`config.mk`:
```
export PLATFORM = sky130hd
export DESIGN_NAME = ram32x4_arbiter
export DESIGN_NICKNAME = d
export VERILOG_FILES = /design/src/rtl/ram32x4_arbiter.sv
export SDC_FILE = /design/constraint.sdc
export NUM_CORES = 1
export LEC_CHECK = 0
export CORE_MARGIN = 2
export CORE_UTILIZATION = 39
export CTS_CLUSTER_SIZE = 14
export DETAILED_ROUTE_END_ITERATION = 7
export PLACE_DENSITY = 0.76
export SYNTH_ARGS = -nofsm -noshare
export SYNTH_HDL_FRONTEND = slang
export SYNTH_SLANG_ARGS = --single-unit
```
`constraint.sdc`:
```
create_clock -name clock -period 4.7 [get_ports clock]
set_input_delay 0.94 -clock clock [delete_from_list [all_inputs] [get_ports clock]]
set_output_delay 0.94 -clock clock [all_outputs]
set_load 0.01 [all_outputs]
```
`src/rtl/ram32x4_arbiter.sv`:
```
// ram32x4_arbiter: shares one single-port synchronous RAM between requesters A
// and B with round-robin arbitration, and sweeps CLEAR_VALUE into every word
// on demand.
module ram32x4_arbiter #(
  parameter int unsigned       ADDR_W      = 5,
  parameter int unsigned       DATA_W      = 4,
  parameter int unsigned       DEPTH       = 32,
  parameter logic [DATA_W-1:0] CLEAR_VALUE = '0
) (
  input  logic              clock,
  input  logic              reset,
  input  logic              req_a,
  input  logic              we_a,
  input  logic [ADDR_W-1:0] addr_a,
  input  logic [DATA_W-1:0] wdata_a,
  output logic              ack_a,
  input  logic              req_b,
  input  logic              we_b,
  input  logic [ADDR_W-1:0] addr_b,
  input  logic [DATA_W-1:0] wdata_b,
  output logic              ack_b,
  output logic [DATA_W-1:0] rdata,
  input  logic              clear_start,
  output logic              busy,
  output logic [ADDR_W-1:0] ram_address,
  output logic [DATA_W-1:0] ram_data,
  output logic              ram_wren,
  input  logic [DATA_W-1:0] ram_q
);

  localparam logic [2:0] S_IDLE   = 3'd0;
  localparam logic [2:0] S_ACCESS = 3'd1;
  localparam logic [2:0] S_READ   = 3'd2;
  localparam logic [2:0] S_ACK    = 3'd3;
  localparam logic [2:0] S_CLEAR  = 3'd4;

  localparam logic [ADDR_W-1:0] LAST_ADDR = ADDR_W'(DEPTH - 1);

  logic [2:0]        state_q, state_d;
  logic              ack_a_q, ack_a_d;
  logic              ack_b_q, ack_b_d;
  logic [DATA_W-1:0] rdata_q, rdata_d;
  logic              busy_q, busy_d;
  logic [ADDR_W-1:0] ram_address_q, ram_address_d;
  logic [DATA_W-1:0] ram_data_q, ram_data_d;
  logic              ram_wren_q, ram_wren_d;
  logic [ADDR_W-1:0] cnt_q, cnt_d;
  // 1 = B was granted most recently; also identifies the in-flight winner
  logic              last_grant_q, last_grant_d;
  logic              grant_b;

  // Next-state and registered-output computation
  always_comb begin
    state_d       = state_q;
    ack_a_d       = 1'b0;
    ack_b_d       = 1'b0;
    rdata_d       = rdata_q;
    ram_address_d = ram_address_q;
    ram_data_d    = ram_data_q;
    ram_wren_d    = ram_wren_q;
    cnt_d         = cnt_q;
    last_grant_d  = last_grant_q;
    grant_b       = 1'b0;

    case (state_q)
      S_IDLE: begin
        if (clear_start) begin
          state_d       = S_CLEAR;
          cnt_d         = '0;
          ram_address_d = '0;
          ram_data_d    = CLEAR_VALUE;
          ram_wren_d    = 1'b1;
        end else if (req_a || req_b) begin
          // On a tie the requester not granted last time wins
          grant_b       = req_b && (!req_a || !last_grant_q);
          last_grant_d  = grant_b;
          ram_address_d = grant_b ? addr_b : addr_a;
          ram_data_d    = grant_b ? wdata_b : wdata_a;
          ram_wren_d    = grant_b ? we_b : we_a;
          state_d       = S_ACCESS;
        end
      end
      S_ACCESS: begin
        if (ram_wren_q) begin
          ram_wren_d = 1'b0;
          ack_a_d    = !last_grant_q;
          ack_b_d    = last_grant_q;
          state_d    = S_ACK;
        end else begin
          state_d = S_READ;
        end
      end
      S_READ: begin
        rdata_d = ram_q;
        ack_a_d = !last_grant_q;
        ack_b_d = last_grant_q;
        state_d = S_ACK;
      end
      S_ACK: begin
        state_d = S_IDLE;
      end
      S_CLEAR: begin
        if (cnt_q == LAST_ADDR) begin
          ram_wren_d = 1'b0;
          cnt_d      = '0;
          state_d    = S_IDLE;
        end else begin
          cnt_d         = cnt_q + ADDR_W'(1);
          ram_address_d = cnt_q + ADDR_W'(1);
        end
      end
      default: begin
        state_d = S_IDLE;
      end
    endcase

    busy_d = (state_d != S_IDLE);
  end

  // State and output registers
  always_ff @(posedge clock or posedge reset) begin
    if (reset) begin
      state_q       <= S_IDLE;
      ack_a_q       <= 1'b0;
      ack_b_q       <= 1'b0;
      rdata_q       <= '0;
      busy_q        <= 1'b0;
      ram_address_q <= '0;
      ram_data_q    <= '0;
      ram_wren_q    <= 1'b0;
      cnt_q         <= '0;
      last_grant_q  <= 1'b1;
    end else begin
      state_q       <= state_d;
      ack_a_q       <= ack_a_d;
      ack_b_q       <= ack_b_d;
      rdata_q       <= rdata_d;
      busy_q        <= busy_d;
      ram_address_q <= ram_address_d;
      ram_data_q    <= ram_data_d;
      ram_wren_q    <= ram_wren_d;
      cnt_q         <= cnt_d;
      last_grant_q  <= last_grant_d;
    end
  end

  assign ack_a       = ack_a_q;
  assign ack_b       = ack_b_q;
  assign rdata       = rdata_q;
  assign busy        = busy_q;
  assign ram_address = ram_address_q;
  assign ram_data    = ram_data_q;
  assign ram_wren    = ram_wren_q;

endmodule
```
==> qor.yml, run 1 <==
outcome: "finished clean"
timing.max_slew.rel_slack_pct: 35.8
total_power_uw: 1050
floorplan.initialDensity_pct: 39.9
ctsLongestPathBuffers: 2
total_switching_power_uw: 366
fp.dieW_um: 62.0
ff2ff_path_depth: 6
diodes_inserted: 0
slew_violations: 0
fp-row-count: 21
commonest_non_fill_non_tap_cells_in_the_layout: "clkdlybuf4s50_1, dfrtp_1, nor2_1"
syn-num-nets: 152
crit_path_end_kind: "flop"
layout-area-overhead-vs-synth_pct: 40.6
p_leak_uw: 0.000767
tritoncts.num_buffers: 3
hold_ep: "ram_data[1]"
critPathMaxFanout: 11
setup_viol_count_final: 0
setup_slack_reg_to_reg_ns: 2.61
multi_input_combinational_cell_area_sq_um: 624
cts.htree.levels: 1
numPlacedInstances: 209
setup_crit_start_kind: "input pin"
vias_per_cell: 5.13
design.portCount: 46
floorplan.die_area_sq_mm: 0.00384
synth_top_cells_by_area: "dfrtp_1, mux2_2, a21oi_1"
placeableCoreArea_sq_mm: 0.00328
worst_ep_arrival_time_ns: 2.70
seq_power_share_pct: 38.8
synth.largest_area_cell: "dfrtp_1"
area_share_of_the_largest_cell_type_after_synthesis_pct: 47.7
unrepaired_setup_endpoints_after_global_routing: "false"
finalHoldViolations: 0
final-seq-area_sq_um: 652
buffer_ports.inserted: 45
swShare_pct: 34.9
grt_pass1_wl_mm: 4.71
period_share_pct: 53.3
p_per_area_mw_per_mm2: 569
ant_nets: 0
cts-resized-gates: 0
globalRoute.totalOverflow: 0
cts_tree: "yes"
hold_wc_path_type: "flop to flop"
cts_hold_repair.buffers: 0
critical_path_required_ns: 4.90
final.setup.tns_ns: 0
syn-mean-instance-area_sq_um: 10.8
drt_first_iter_violations: 44
grt.total_usage_pct: 16.5
startpoint: "req_b"
grt_pass1_vias: 1087
dr.pass1.iters: 4
intPower_uw: 684
synth-seq-area-share_pct: 49.7
syn_area_sq_mm: 0.00131
antenna_found_initial: 0
post_route_cells_drive_above_1_share_pct: 11.4
tightestPinTransition_ns: 0.962
routed_wire_length_per_instance_um: 13.3
fmaxAchievable_mhz: 399
peakVddDrop_v: 0.000209
route.vias.total: 1093
layout_min_cycle_time_ns: 2.51
final.setup_skew_ns: 0.00654
post_layout_nonfiller_instances: 213
clk_pin_slew_worst_paths_ns: 0.14
power.share.combinational_pct: 46.8
synth_cells: 121
place_congestion: 0.828
detailed_place_hpwl_mm: 2.20
clockRootBuffer: "clkbuf_4"
drcViolationCount: 0
totalWireLength_mm: 2.83
timing.hold.worst_path_depth: 2
yosysUniqueCellTypes: 38
die_h_um: 62.0
cts_setup_buffers: 0
max_cap_viol_count: 0
hold_wc_startpoint: "ram_data[1]"
synthesis.yosys.warnings: 0
hold-worst-slack_ns: 0.500
clk_latency_ns: 0.32
design.final.nets: 199
rr_startpoint: "cnt_q[0]"
flip_flop_and_latch_count_after_synthesis: 26
most_common_library_cell_in_the_layout_ignoring_fill_and_taps: "clkdlybuf4s50_1"
worstReg2RegEnd: "ram_data[2]"
place_area_sq_mm: 0.00179
stdcell_area_sq_mm: 0.00184
timing_worst_setup_path_type: "input pin to flop"
tritoncts_num_sinks: 26
fillerInstances: 287
grt_max_degree: 27
pwr-share-clk_pct: 14.3
worst max path at each step:
stage	slack [ns]	end
global placement	1.88	ram_address[3]
floorplan	2.78	ram_address[1]
finish	2.19	ram_address[3]
CTS	2.17	ram_address[3]
global route	2.10	ram_address[3]
detailed placement	1.82	ram_address[3]
final cells by class:
type	instances	share of cell area [%]
Multi-Input combinational cell	90	33.9
Clock buffer	3	1.22
Inverter	2	0.407
Sequential cell	26	35.3
Tap cell	46	3.12
Clock inverter	1	1.63
Timing Repair Buffer	45	24.4
logic make-up after synthesis:
| kind of cell | Yosys count | share of synthesized area, % |
|---|---|---|
| and+or+nand+nor | 42 | 17.2 |
| AOI/OAI and AO/OA | 31 | 16.2 |
| DFF | 26 | 49.7 |
| muxes | 14 | 11.6 |
| buffers and inverters | 5 | 2.67 |
| adders and majority gates | 2 | 1.91 |
| xor gates and xnor gates | 1 | 0.668 |
cells in the mapped netlist (all sizes together):
master,n
dfrtp,25
a21oi,9
a21o,1
inv,2
o21ai,9
a31oi,2
nand2,10
mux2i,4
a2bb2oi,1
dfstp,1
or4bb,1
a22o,2
mux2,10
a211oi,2
a21boi,1
or2,1
nor3b,1
nor2,12
and3,1
nand3b,1
nor4,2
nor3,3
ha,2
o311ai,1
nand2b,3
nand3,2
or3,1
or2b,1
buf,3
a22oi,3
xnor2,1
nor2b,3
power groups by stage:
stage | Combinational (uW) | Clock [uW] | Sequential (uW)
after floorplan | 276 | 0 | 425
after detailed placement | 495 | 0 | 414
after global placement | 486 | 0 | 407
final | 492 | 151 | 408
after global routing | 550 | 168 | 425
after CTS | 499 | 157 | 409
flip-flops by register name, summed over array words and instances (netlist names):
register,count
state_q,3
ram_wren,1
ram_address,5
busy,1
cnt_q,5
ack_b,1
last_grant_q,1
rdata,4
ram_data,4
ack_a,1
routing by layer:
| layer | wire length, um | part of all wire [%] | GRT usage [%] | up-vias |
|---|---|---|---|---|
| met5 | 0 | 0 | 0 | - |
| met4 | 48 | 1.7 | 6.69 | 0 |
| met3 | 181 | 6.4 | 3.11 | 6 |
| met2 | 1480 | 52 | 29.3 | 33 |
| met1 | 1120 | 40 | 19.5 | 526 |
| li1 | - | - | - | 528 |
critical path, cell delays in order:
cell	delay, ns
clkdlybuf4s50_1	0.54
a21boi_2	0.56
mux2_2	0.40
a22oi_1	0.18
a21oi_1	0.08
per-stage QoR:
step	utilization (%)	worst slack, ns
after floorplan	-	2.78
after global placement	54.6	1.88
after detailed placement	54.6	1.82
after CTS	56.2	2.17
after global routing	56.2	2.10
final	56.2	2.19
Power figures use the tool's default switching activity.
==> inputs of run 2 (changes only) <==
--- a/config.mk
+++ b/config.mk
@@ -9,7 +9,7 @@
 export CORE_UTILIZATION = 39
 export CTS_CLUSTER_SIZE = 14
 export DETAILED_ROUTE_END_ITERATION = 7
-export PLACE_DENSITY = 0.76
+export PLACE_DENSITY = 0.79
 export SYNTH_ARGS = -nofsm -noshare
 export SYNTH_HDL_FRONTEND = slang
 export SYNTH_SLANG_ARGS = --single-unit
==> constraint.sdc (replaced) <==
create_clock -name clock -period 2.2 [get_ports clock]
set_input_delay 0.44 -clock clock [delete_from_list [all_inputs] [get_ports clock]]
set_output_delay 0.44 -clock clock [all_outputs]
set_load 0.01 [all_outputs]
==> run 2 against run 1 <==
Effect of this change: highest routed layer unchanged; die area unchanged; final area increased by 2.4%; largest power group unchanged; non-clock buffer count increased by 6.
==> qor.yml, run 2 (same netlist as run 1, synthesis figures left out) <==
placeableCoreArea_sq_mm: 0.00328
design.portCount: 46
grt.total_usage_pct: 17.6
tritoncts_num_sinks: 26
fp-row-count: 21
commonest_non_fill_non_tap_cells_in_the_layout: "clkdlybuf4s50_1, dfrtp_1, nor2_1"
fp.dieW_um: 62.0
drt_first_iter_violations: 44
setup_crit_start_kind: "input pin"
diodes_inserted: 0
clk_latency_ns: 0.32
place_congestion: 0.768
cts-resized-gates: 0
floorplan.initialDensity_pct: 39.9
drcViolationCount: 0
ant_nets: 0
tightestPinTransition_ns: 0.547
routedLengthMet1_mm: 1.31
cts_hold_repair.buffers: 0
cts.htree.levels: 1
design.final.nets: 205
crit_path_end_kind: "flop"
wl_met3_um: 230
timing_worst_setup_path_type: "input pin to flop"
die_h_um: 62.0
antenna_found_initial: 0
p_per_area_mw_per_mm2: 1230
route.vias.total: 1132
worst_ep_arrival_time_ns: 2.02
timing.max_slew.rel_slack_pct: 63.2
buffer_ports.inserted: 45
period_share_pct: 81.6
critPathMaxFanout: 6
multi_input_combinational_cell_area_sq_um: 624
globalRoute.totalOverflow: 0
final.setup.tns_ns: 0
floorplan.die_area_sq_mm: 0.00384
routed_wire_length_per_instance_um: 14.1
finalHoldViolations: 0
vias_per_cell: 5.17
post_layout_nonfiller_instances: 219
routed_met2_length_mm: 1.51
cts_setup_buffers: 0
post_route_cells_drive_above_1_share_pct: 14.5
totalWireLength_mm: 3.10
unrepaired_setup_endpoints_after_global_routing: "false"
total_power_uw: 2320
slew_violations: 0
layout_min_cycle_time_ns: 1.79
max_cap_viol_count: 0
detailed_place_hpwl_mm: 2.39
hold_wc_path_type: "input pin to asynchronous set/reset pin"
ctsLongestPathBuffers: 2
clk_pin_slew_worst_paths_ns: 0.15
setup_viol_count_final: 0
tritoncts.num_buffers: 3
fillerInstances: 294
layout-area-overhead-vs-synth_pct: 44.1
peakVddDrop_v: 0.000519
dr.pass1.iters: 4
final.setup_skew_ns: 0.00351
grt_pass1_vias: 1150
clockRootBuffer: "clkbuf_4"
outcome: "finished clean"
numPlacedInstances: 215
grt_pass1_wl_mm: 4.97
fmaxAchievable_mhz: 557
grt_max_degree: 27
critical_path_required_ns: 2.43
p_leak_uw: 0.000796
highest-signal-layer: "met4"
most_common_library_cell_in_the_layout_ignoring_fill_and_taps: "clkdlybuf4s50_1"
cts_tree: "yes"
final-seq-area_sq_um: 652
==> run 2: cell count changes in the layout (fill, tap and decap cells not counted) <==
cell,change
buf_4,+6
==> run 2: metrics by stage <==
stage | area [sq um] | setup slack (ns) | hold slack, ns | util, %
2_1_floorplan | 1310 | 0.585 | 0.479 | -
3_3_place_gp | 1840 | 0.142 | 0.472 | 55.9
3_5_place_dp | 1840 | 0.0468 | 0.475 | 55.9
4_1_cts | 1890 | 0.404 | 0.465 | 57.5
5_1_grt | 1890 | 0.290 | 0.466 | 57.5
6_report | 1890 | 0.405 | 0.454 | 57.5
==> run 2: critical path, stage by stage <==
cell and delay (ns):
clkdlybuf4s50_1 0.55, a21boi_2 0.37, mux2_2 0.39, a22oi_1 0.18
a21oi_1 0.09
==> run 2: layer usage <==
metal	up-vias	GRT usage, %
met4	0	6.38
li1	541	-
met3	4	2.07
met5	-	0
met2	50	32.4
met1	537	20.8
==> run 2: final timing paths <==
kind / slack [ns] / endpoint / cells past startpoint / startpoint
min in group clock: 0.50 / ram_data[3] / 2 / ram_data[3]
worst min register to register: 0.50 / ram_data[3] / 2 / ram_data[3]
worst max-delay path: 0.41 / ram_address[3] / 5 / req_b
max in group asynchronous: 1.45 / last_grant_q / 3 / reset
worst min-delay path: 0.45 / ram_address[0] / 3 / reset
worst max register to register: 0.42 / ram_data[1] / 6 / cnt_q[0]
==> run 2: power by group <==
| part | switching, uW | total, uW | internal [uW] |
|---|---|---|---|
| Clock | 148 | 333 | 184 |
| Combinational | 509 | 1130 | 617 |
| Sequential | 167 | 862 | 694 |
==> run 2: layout make-up <==
type	count	share of cell area, %
sequential	26	34.5
multi-input combinational	90	33.0
timing repair buffer	51	26.2
tap	46	3.05
clock inverter	1	1.59
clock buffer	3	1.19
inverter	2	0.397
